===== config.mk =====
export PLATFORM = sky130hd
export DESIGN_NAME = mem_arbiter
export DESIGN_NICKNAME = d
export VERILOG_FILES = /design/src/rtl/mem_arb_pkg.sv /design/src/rtl/rr_pick2.sv /design/src/rtl/mem_arbiter.sv
export SDC_FILE = /design/constraint.sdc
export NUM_CORES = 1
export LEC_CHECK = 0
export CAP_MARGIN = 15
export CORE_MARGIN = 2
export CORE_UTILIZATION = 37
export DETAILED_ROUTE_END_ITERATION = 6
export PLACE_DENSITY = 0.77
export SLEW_MARGIN = 20
export SYNTH_ARGS = -nofsm -noshare
export SYNTH_HDL_FRONTEND = slang
export SYNTH_HIERARCHICAL = 1
export SYNTH_SLANG_ARGS = --single-unit

===== constraint.sdc =====
create_clock -name clk -period 4 [get_ports clk]
set_input_delay 0.6 -clock clk [delete_from_list [all_inputs] [get_ports clk]]
set_output_delay 0.6 -clock clk [all_outputs]
set_load 0.05 [all_outputs]

===== src/rtl/mem_arb_pkg.sv =====
// Shared encodings for the data-memory arbiter, reused by the memory model and the MAIN top.
package mem_arb_pkg;

    typedef enum logic [1:0] {
        S_IDLE  = 2'd0,
        S_ISSUE = 2'd1,
        S_WAIT  = 2'd2,
        S_RESP  = 2'd3
    } arb_state_t;

    localparam logic RW_READ  = 1'b0;
    localparam logic RW_WRITE = 1'b1;

endpackage


===== src/rtl/rr_pick2.sv =====
// Two-way round-robin pick: a lone requester wins; on a tie, the one not granted last wins.
module rr_pick2 (
    input  logic       valid0,
    input  logic       valid1,
    input  logic       last,
    output logic [1:0] grant
);

    always_comb begin
        grant = 2'b00;
        if (valid0 && valid1) begin
            grant = last ? 2'b01 : 2'b10;
        end else if (valid0) begin
            grant = 2'b01;
        end else if (valid1) begin
            grant = 2'b10;
        end
    end

endmodule


===== src/rtl/mem_arbiter.sv =====
// Round-robin arbiter/sequencer for the single-port data memory: one accepted request drives
// exactly one memory access and earns a one-cycle response. Handshake: accept = valid && ready.
module mem_arbiter
    import mem_arb_pkg::*;
#(
    parameter int ADDR_W  = 8,
    parameter int DATA_W  = 32,
    parameter int MEM_LAT = 1
) (
    input  logic              clk,
    input  logic              rst,
    input  logic              req0_valid,
    output logic              req0_ready,
    input  logic              req0_rw,
    input  logic [ADDR_W-1:0] req0_addr,
    input  logic [DATA_W-1:0] req0_wdata,
    output logic              rsp0_valid,
    output logic [DATA_W-1:0] rsp0_rdata,
    input  logic              req1_valid,
    output logic              req1_ready,
    input  logic              req1_rw,
    input  logic [ADDR_W-1:0] req1_addr,
    input  logic [DATA_W-1:0] req1_wdata,
    output logic              rsp1_valid,
    output logic [DATA_W-1:0] rsp1_rdata,
    output logic              mem_en,
    output logic              mem_rw,
    output logic [ADDR_W-1:0] mem_addr,
    output logic [DATA_W-1:0] mem_wdata,
    input  logic [DATA_W-1:0] mem_rdata
);

    arb_state_t        state;
    arb_state_t        next_state;
    logic              last_grant;
    logic              cur_id;
    logic [3:0]        wait_cnt;
    logic [1:0]        pick;
    logic              accept;
    logic [DATA_W-1:0] rsp_data;

    rr_pick2 u_pick (
        .valid0 (req0_valid),
        .valid1 (req1_valid),
        .last   (last_grant),
        .grant  (pick)
    );

    // Ready is the only combinational output; it is forced low while reset is held.
    assign req0_ready = !rst && (state == S_IDLE) && pick[0];
    assign req1_ready = !rst && (state == S_IDLE) && pick[1];
    assign accept     = (state == S_IDLE) && (pick != 2'b00);
    assign rsp_data   = (mem_rw == RW_READ) ? mem_rdata : '0;

    always_ff @(posedge clk or posedge rst) begin
        if (rst) begin
            state <= S_IDLE;
        end else begin
            state <= next_state;
        end
    end

    always_comb begin
        next_state = state;
        case (state)
            S_IDLE:  if (accept) next_state = S_ISSUE;
            S_ISSUE: next_state = (mem_rw == RW_WRITE) ? S_RESP : S_WAIT;
            S_WAIT:  if (wait_cnt == 4'd0) next_state = S_RESP;
            S_RESP:  next_state = S_IDLE;
            default: next_state = S_IDLE;
        endcase
    end

    // The mem_* registers double as the request latch, so they hold between accesses.
    always_ff @(posedge clk or posedge rst) begin
        if (rst) begin
            last_grant <= 1'b1;
            cur_id     <= 1'b0;
            mem_en     <= 1'b0;
            mem_rw     <= 1'b0;
            mem_addr   <= '0;
            mem_wdata  <= '0;
        end else begin
            mem_en <= accept;
            if (accept) begin
                cur_id     <= pick[1];
                last_grant <= pick[1];
                mem_rw     <= pick[1] ? req1_rw    : req0_rw;
                mem_addr   <= pick[1] ? req1_addr  : req0_addr;
                mem_wdata  <= pick[1] ? req1_wdata : req0_wdata;
            end
        end
    end

    always_ff @(posedge clk or posedge rst) begin
        if (rst) begin
            wait_cnt <= 4'd0;
        end else if (state == S_ISSUE) begin
            wait_cnt <= 4'(MEM_LAT - 1);
        end else if ((state == S_WAIT) && (wait_cnt != 4'd0)) begin
            wait_cnt <= wait_cnt - 4'd1;
        end
    end

    // Response registers load on the edge entering RESP, which for reads is the edge leaving WAIT.
    always_ff @(posedge clk or posedge rst) begin
        if (rst) begin
            rsp0_valid <= 1'b0;
            rsp1_valid <= 1'b0;
            rsp0_rdata <= '0;
            rsp1_rdata <= '0;
        end else if ((next_state == S_RESP) && (state != S_RESP)) begin
            rsp0_valid <= !cur_id;
            rsp1_valid <= cur_id;
            rsp0_rdata <= cur_id ? '0 : rsp_data;
            rsp1_rdata <= cur_id ? rsp_data : '0;
        end else begin
            rsp0_valid <= 1'b0;
            rsp1_valid <= 1'b0;
            rsp0_rdata <= '0;
            rsp1_rdata <= '0;
        end
    end

endmodule

After elaboration in Yosys (flattened, before gate mapping)
Cells that the tools add are included.
{"block": "word_totals", "wordCells": 52, "output_inout_bits": 110, "register_bits": 116, "input_bits": 118}
{"block": "op_classes", "n_mux": 20, "n_reduce_logical": 14, "add_sub_neg": 1, "eq_ne": 5}
{"operator": "$mux W32", "count": 6}
{"operator": "$mux W2", "count": 6}
{"operator": "$mux W4", "count": 2}
{"operator": "$mux W8", "count": 1}
{"operator": "$pmux W2 S4", "count": 1}
{"operator": "$logic_and A1 B1 Y1", "count": 7}
{"operator": "$eq A2 B2 Y1 const B", "count": 3}
{"operator": "$logic_not A4 Y1", "count": 1}
{"operator": "$mux W1", "count": 4}
{"operator": "$reduce_bool A2 Y1", "count": 2}
{"operator": "$reduce_bool A4 Y1", "count": 1}
{"operator": "$sub A4 B1 Y4 const B", "count": 1}
{"operator": "$eq A2 B1 Y1 const B", "count": 1}
{"operator": "$logic_not A1 Y1", "count": 2}
{"operator": "$logic_not A2 Y1", "count": 1}
{"operator": "$ne A2 B2 Y1 const B", "count": 1}

Longest topological paths before layout
{"block": "logic_depth", "ltp_word": 10, "depth_mapped": 7, "depth_no_buf": 5}

Hierarchy
The synthesis kept the hierarchy.
{"mod": "mem_arbiter", "n_inst": 1, "cells_per_inst": 372, "area_each_um2": 4619.4, "seq_area_each_um2": 2904.0}
{"mod": "rr_pick2", "n_inst": 1, "cells_per_inst": 3, "area_each_um2": 18.8, "seq_area_each_um2": 0.0}

Worst setup path before layout
OpenSTA, ideal clock, no wires.
{"block": "synth_timing", "kind": "input port to output port", "from": "input port rst", "to": "output port req1_ready", "arrival_ns": 3.727, "setup_slack_ns": -0.327, "t_required_ns": 3.400, "path_stages": 2, "n_path_buf": 0, "path_cell_list": "inv_1 -> and3_1"}
{"block": "synth_via", "elab_chain_cells": 3}
{"element": "start, declared", "line": "mem_arbiter.sv:11", "rtl": "input logic rst,"}
{"element": "$logic_not A1 Y1 (no line)"}
{"element": "$logic_and A1 B1 Y1 (2 in a row)", "line": "mem_arbiter.sv:51", "rtl": "assign req1_ready = !rst && (state == S_IDLE) && pick[1];"}
{"element": "end, declared", "line": "mem_arbiter.sv:20", "rtl": "output logic req1_ready,"}
No other way between the ends.

Worst setup path after layout
{"block": "layout_timing", "from": "input port req0_valid", "to": "output port req0_ready"}
{"block": "layout_via", "elab_chain_cells": 3, "word_cells_on_any_way": 4, "cone_classes": "2 x mux; 2 x reduce/logical"}
{"element": "start, declared", "line": "mem_arbiter.sv:12", "rtl": "input logic req0_valid,"}
{"element": "$mux W2 / $logic_and A1 B1 Y1 (equally long branches)", "line": "rr_pick2.sv:13, rr_pick2.sv:11"}
{"element": "$mux W2 *", "line": "rr_pick2.sv:11", "rtl": "if (valid0 && valid1) begin"}
{"element": "via pick[0]", "line": "mem_arbiter.sv:38", "rtl": "logic [1:0] pick;"}
{"element": "$logic_and A1 B1 Y1 *", "line": "mem_arbiter.sv:50", "rtl": "assign req0_ready = !rst && (state == S_IDLE) && pick[0];"}
{"element": "end, declared", "line": "mem_arbiter.sv:13", "rtl": "output logic req0_ready,"}
The timed path passes the listed nets; every way through them passes the cells marked *.

==> load_flow_metrics.sql <==
INSERT INTO impl_metrics (metric_group, metric, value, unit) VALUES
('grt', 'first_global_vias', '3699', ''),
('critical_path', 'worstPathMaxFanout', '3', ''),
('cts', 'cts.clk_slew.worst_paths', '50', 'ps'),
('synthesis', 'synth_seq_cells', '116', ''),
('critical_path', 'criticalPathCategory', 'in -> out', ''),
('pwr', 'fin_total_pwr', '6.19', 'mW'),
('sta', 'setup_viol', '0', ''),
('place', 'place.gp.congestion', '0.794', ''),
('synthesis', 'yosysSeqAreaShare', '0.626', ''),
('cts', 'max-clock-path-buffers', '2', ''),
('place', 'placed_cells_incl_taps', '756', ''),
('drt', 'detail_route.drc_violations', '0', ''),
('finish', 'final_cell_count_no_fill', '788', ''),
('critical_path', 'timing.critical_path.arrival', '2760', 'ps'),
('critical_path', 'worst-r2r-setup-slack', '1740', 'ps'),
('sta', 'slew-limit-headroom', '0.466', ''),
('floorplan', 'start_util', '0.383', ''),
('place', 'post_dp_cell_area', '0.00706', 'mm^2'),
('job', 'maxCapViolCount', '0', ''),
('finish', 'design.final.nets', '731', ''),
('sta', 'finalClockSkew', '12.8', 'ps'),
('grt', 'grt_start_max_net_pins', '84', ''),
('synthesis', 'number_of_enable_flip_flop_cells_after_synthesis', '0', ''),
('cts', 'insertion_delay', '400', 'ps'),
('min_path', 'min_path_type', 'reg -> reg', ''),
('cts', 'cts.repair_timing.setup_buffer_count', '0', ''),
('outcome', 'outcome', 'complete, no violations', ''),
('finish', 'layout_cell_share_with_drive_strength_beyond_1', '0.0871', ''),
('synthesis', 'synth_compound_area_frac', '0.0742', ''),
('floorplan', 'dieArea', '0.0134', 'mm^2'),
('drt', 'final_antenna_net_count', '0', ''),
('grt', 'grt_overflow_total', '0', ''),
('floorplan', 'ios', '228', ''),
('floorplan', 'die_height', '116', 'um'),
('pwr', 'vdd_ir_max', '0.412', 'mV'),
('finish', 'antenna-diode-count', '0', ''),
('drt', 'routedWlPerCell', '14.7', 'um'),
('grt', 'gr-usage-all-layers', '0.181', ''),
('synthesis', 'synthMuxAreaShare', '0.0906', ''),
('drt', 'wirelength', '11.6', 'mm'),
('cts', 'cell_at_the_root_of_the_clock_tree', 'sky130_fd_sc_hd__clkbuf_16', ''),
('cts', 'cts-buffers-inserted', '17', ''),
('place', 'io_buffers', '227', ''),
('cts', 'cts-htree-levels', '4', ''),
('drt', 'vias_per_std_cell', '4.54', ''),
('synthesis', 'synth-async-reset-ratio', '1.00', ''),
('critical_path', 'start_kind', 'primary input', ''),
('critical_path', 'worst_setup_path_end_kind', 'output pin', ''),
('sta', 'min_period_over_period', '0.839', ''),
('place', 'dp_hpwl', '8.76', 'mm'),
('sta', 'time_the_worst_path_needs_with_i_o_delays_and_setup', '3360', 'ps'),
('drt', 'dr_total_vias', '3579', ''),
('grt', 'first_pass_grt_wire_length', '18.6', 'mm'),
('finish', 'area_delta_synth_final', '66.0', '%'),
('synthesis', 'ys_top_cells_by_area', 'sky130_fd_sc_hd__dfrtp_1, sky130_fd_sc_hd__mux2i_1, sky130_fd_sc_hd__and2_1, sky130_fd_sc_hd__o21ai_0, sky130_fd_sc_hd__nand2_1', ''),
('sta', 'finalMaxSlewViolations', '0', ''),
('sta', 'setup_tns', '0', 'ps'),
('cts', 'cts.sink_count', '116', ''),
('synthesis', 'synth_warnings', '6', ''),
('sta', 'fmaxAchievable', '0.298', 'GHz'),
('floorplan', 'core_region', '0.0121', 'mm^2'),
('floorplan', 'die_w', '116', 'um'),
('cts', 'cts_hold_buf', '0', ''),
('sta', 'hold_ws', '476', 'ps'),
('synthesis', 'synth.cell_area', '0.00464', 'mm^2'),
('sta', 'hold_viol_final', '0', ''),
('synthesis', 'syn_avg_cell_area', '12.4', 'um^2'),
('critical_path', 'crit_required', '3400', 'ps'),
('finish', 'stdcell_area', '0.00770', 'mm^2'),
('drt', 'drt_first_pass_iters', '4', ''),
('drt', 'drt-initial-drc-count', '256', '');
## placed cells by master, fill, tap and decap left out, types with 5 or more instances in the layout
cell / n
sky130_fd_sc_hd__and2_1: 60
sky130_fd_sc_hd__buf_4: 6
sky130_fd_sc_hd__clkbuf_16: 17
sky130_fd_sc_hd__clkdlybuf4s50_1: 227
sky130_fd_sc_hd__dfrtp_1: 115
sky130_fd_sc_hd__ha_1: 6
sky130_fd_sc_hd__inv_1: 7
sky130_fd_sc_hd__mux2i_1: 42
sky130_fd_sc_hd__nand2_1: 44
sky130_fd_sc_hd__nor2_1: 5
sky130_fd_sc_hd__o21ai_0: 42
## metal layers
layer  global-route usage  wire, um
met1                0.222      4880
met2                0.292      5380
met3               0.0638      1150
met4               0.0762       208
met5                    0         0
## worst paths after layout
path	start	depth (start not counted)	endpoint
worst max-delay path	req0_valid	5	req0_ready
worst min-delay path	mem_wdata[8]$_DFFE_PP0P_	2	mem_wdata[8]$_DFFE_PP0P_
worst max register to register	last_grant$_DFFE_PP1P_	6	rsp0_rdata[12]$_DFF_PP0_
worst min register to register	mem_wdata[8]$_DFFE_PP0P_	2	mem_wdata[8]$_DFFE_PP0P_
max in group asynchronous	rst	4	rsp0_rdata[7]$_DFF_PP0_
min in group asynchronous	rst	3	mem_rw$_DFFE_PP0P_
## synthesized netlist by cell type, types with 2 or more instances
cell type and number:
sky130_fd_sc_hd__or2_2 2, sky130_fd_sc_hd__mux2i_1 42, sky130_fd_sc_hd__and2_2 4, sky130_fd_sc_hd__inv_1 8, sky130_fd_sc_hd__a21oi_1 2, sky130_fd_sc_hd__nor2_1 5
sky130_fd_sc_hd__o21ai_0 43, sky130_fd_sc_hd__and2_1 60, sky130_fd_sc_hd__dfrtp_1 115, sky130_fd_sc_hd__ha_1 6, sky130_fd_sc_hd__nand2_1 44, sky130_fd_sc_hd__buf_6 6
sky130_fd_sc_hd__buf_2 8, sky130_fd_sc_hd__clkbuf_1 5, sky130_fd_sc_hd__a22o_1 2, sky130_fd_sc_hd__nor4b_1 2, sky130_fd_sc_hd__a2111oi_4 2, sky130_fd_sc_hd__nand2b_1 4
## metrics by stage
step / setup WS [ps] / utilization
after floorplan: 367 / -
after global placement: 733 / 0.583
after detailed placement: 632 / 0.583
after CTS: 626 / 0.636
after global routing: 511 / 0.636
final: 643 / 0.636
## report_power, final
part | switching [mW] | leakage, nW | internal [mW] | total, mW
Clock | 0.533 | 0.304 | 1.07 | 1.60
Combinational | 1.89 | 1.60 | 0.977 | 2.86
Sequential | 0.185 | 1.54 | 1.54 | 1.72
Total | 2.60 | 3.44 | 3.58 | 6.19
## flip-flops by register name (all words and copies together), names as in the netlist
| signal | flops |
|---|---|
| cur_id | 1 |
| state | 2 |
| mem_rw | 1 |
| mem_addr | 8 |
| rsp1_rdata | 32 |
| last_grant | 1 |
| mem_en | 1 |
| rsp0_valid | 1 |
| mem_wdata | 32 |
| rsp0_rdata | 32 |
| rsp1_valid | 1 |
| wait_cnt | 4 |
## cells by family (layout without fill, tap and decap cells)
| logic type | count (synthesis) | count (layout) |
|---|---|---|
| multiplexers | 42 | 42 |
| flip-flops | 116 | 116 |
| adder cells (fa/ha/maj) | 6 | 6 |
| AND/OR/NAND/NOR | 129 | 129 |
| buffers and inverters | 28 | 273 |
| AO/OA/AOI/OAI | 54 | 54 |
## final cells by class
| cell class | instances | area [um^2] |
|---|---|---|
| tap | 168 | 210 |
| inverter | 8 | 33.8 |
| multi-input combinational | 231 | 1600 |
| fill | 966 | 4410 |
| clock inverter | 14 | 200 |
| timing repair buffer | 233 | 2320 |
| sequential | 116 | 2900 |
| clock buffer | 18 | 439 |
## critical path: stages
cell	delay, ps
sky130_fd_sc_hd__clkdlybuf4s50_1	520
sky130_fd_sc_hd__a21boi_1	500
sky130_fd_sc_hd__nand2_1	180
sky130_fd_sc_hd__nor2_1	150
sky130_fd_sc_hd__clkdlybuf4s50_1	810
(Power assumes the default switching activity.)
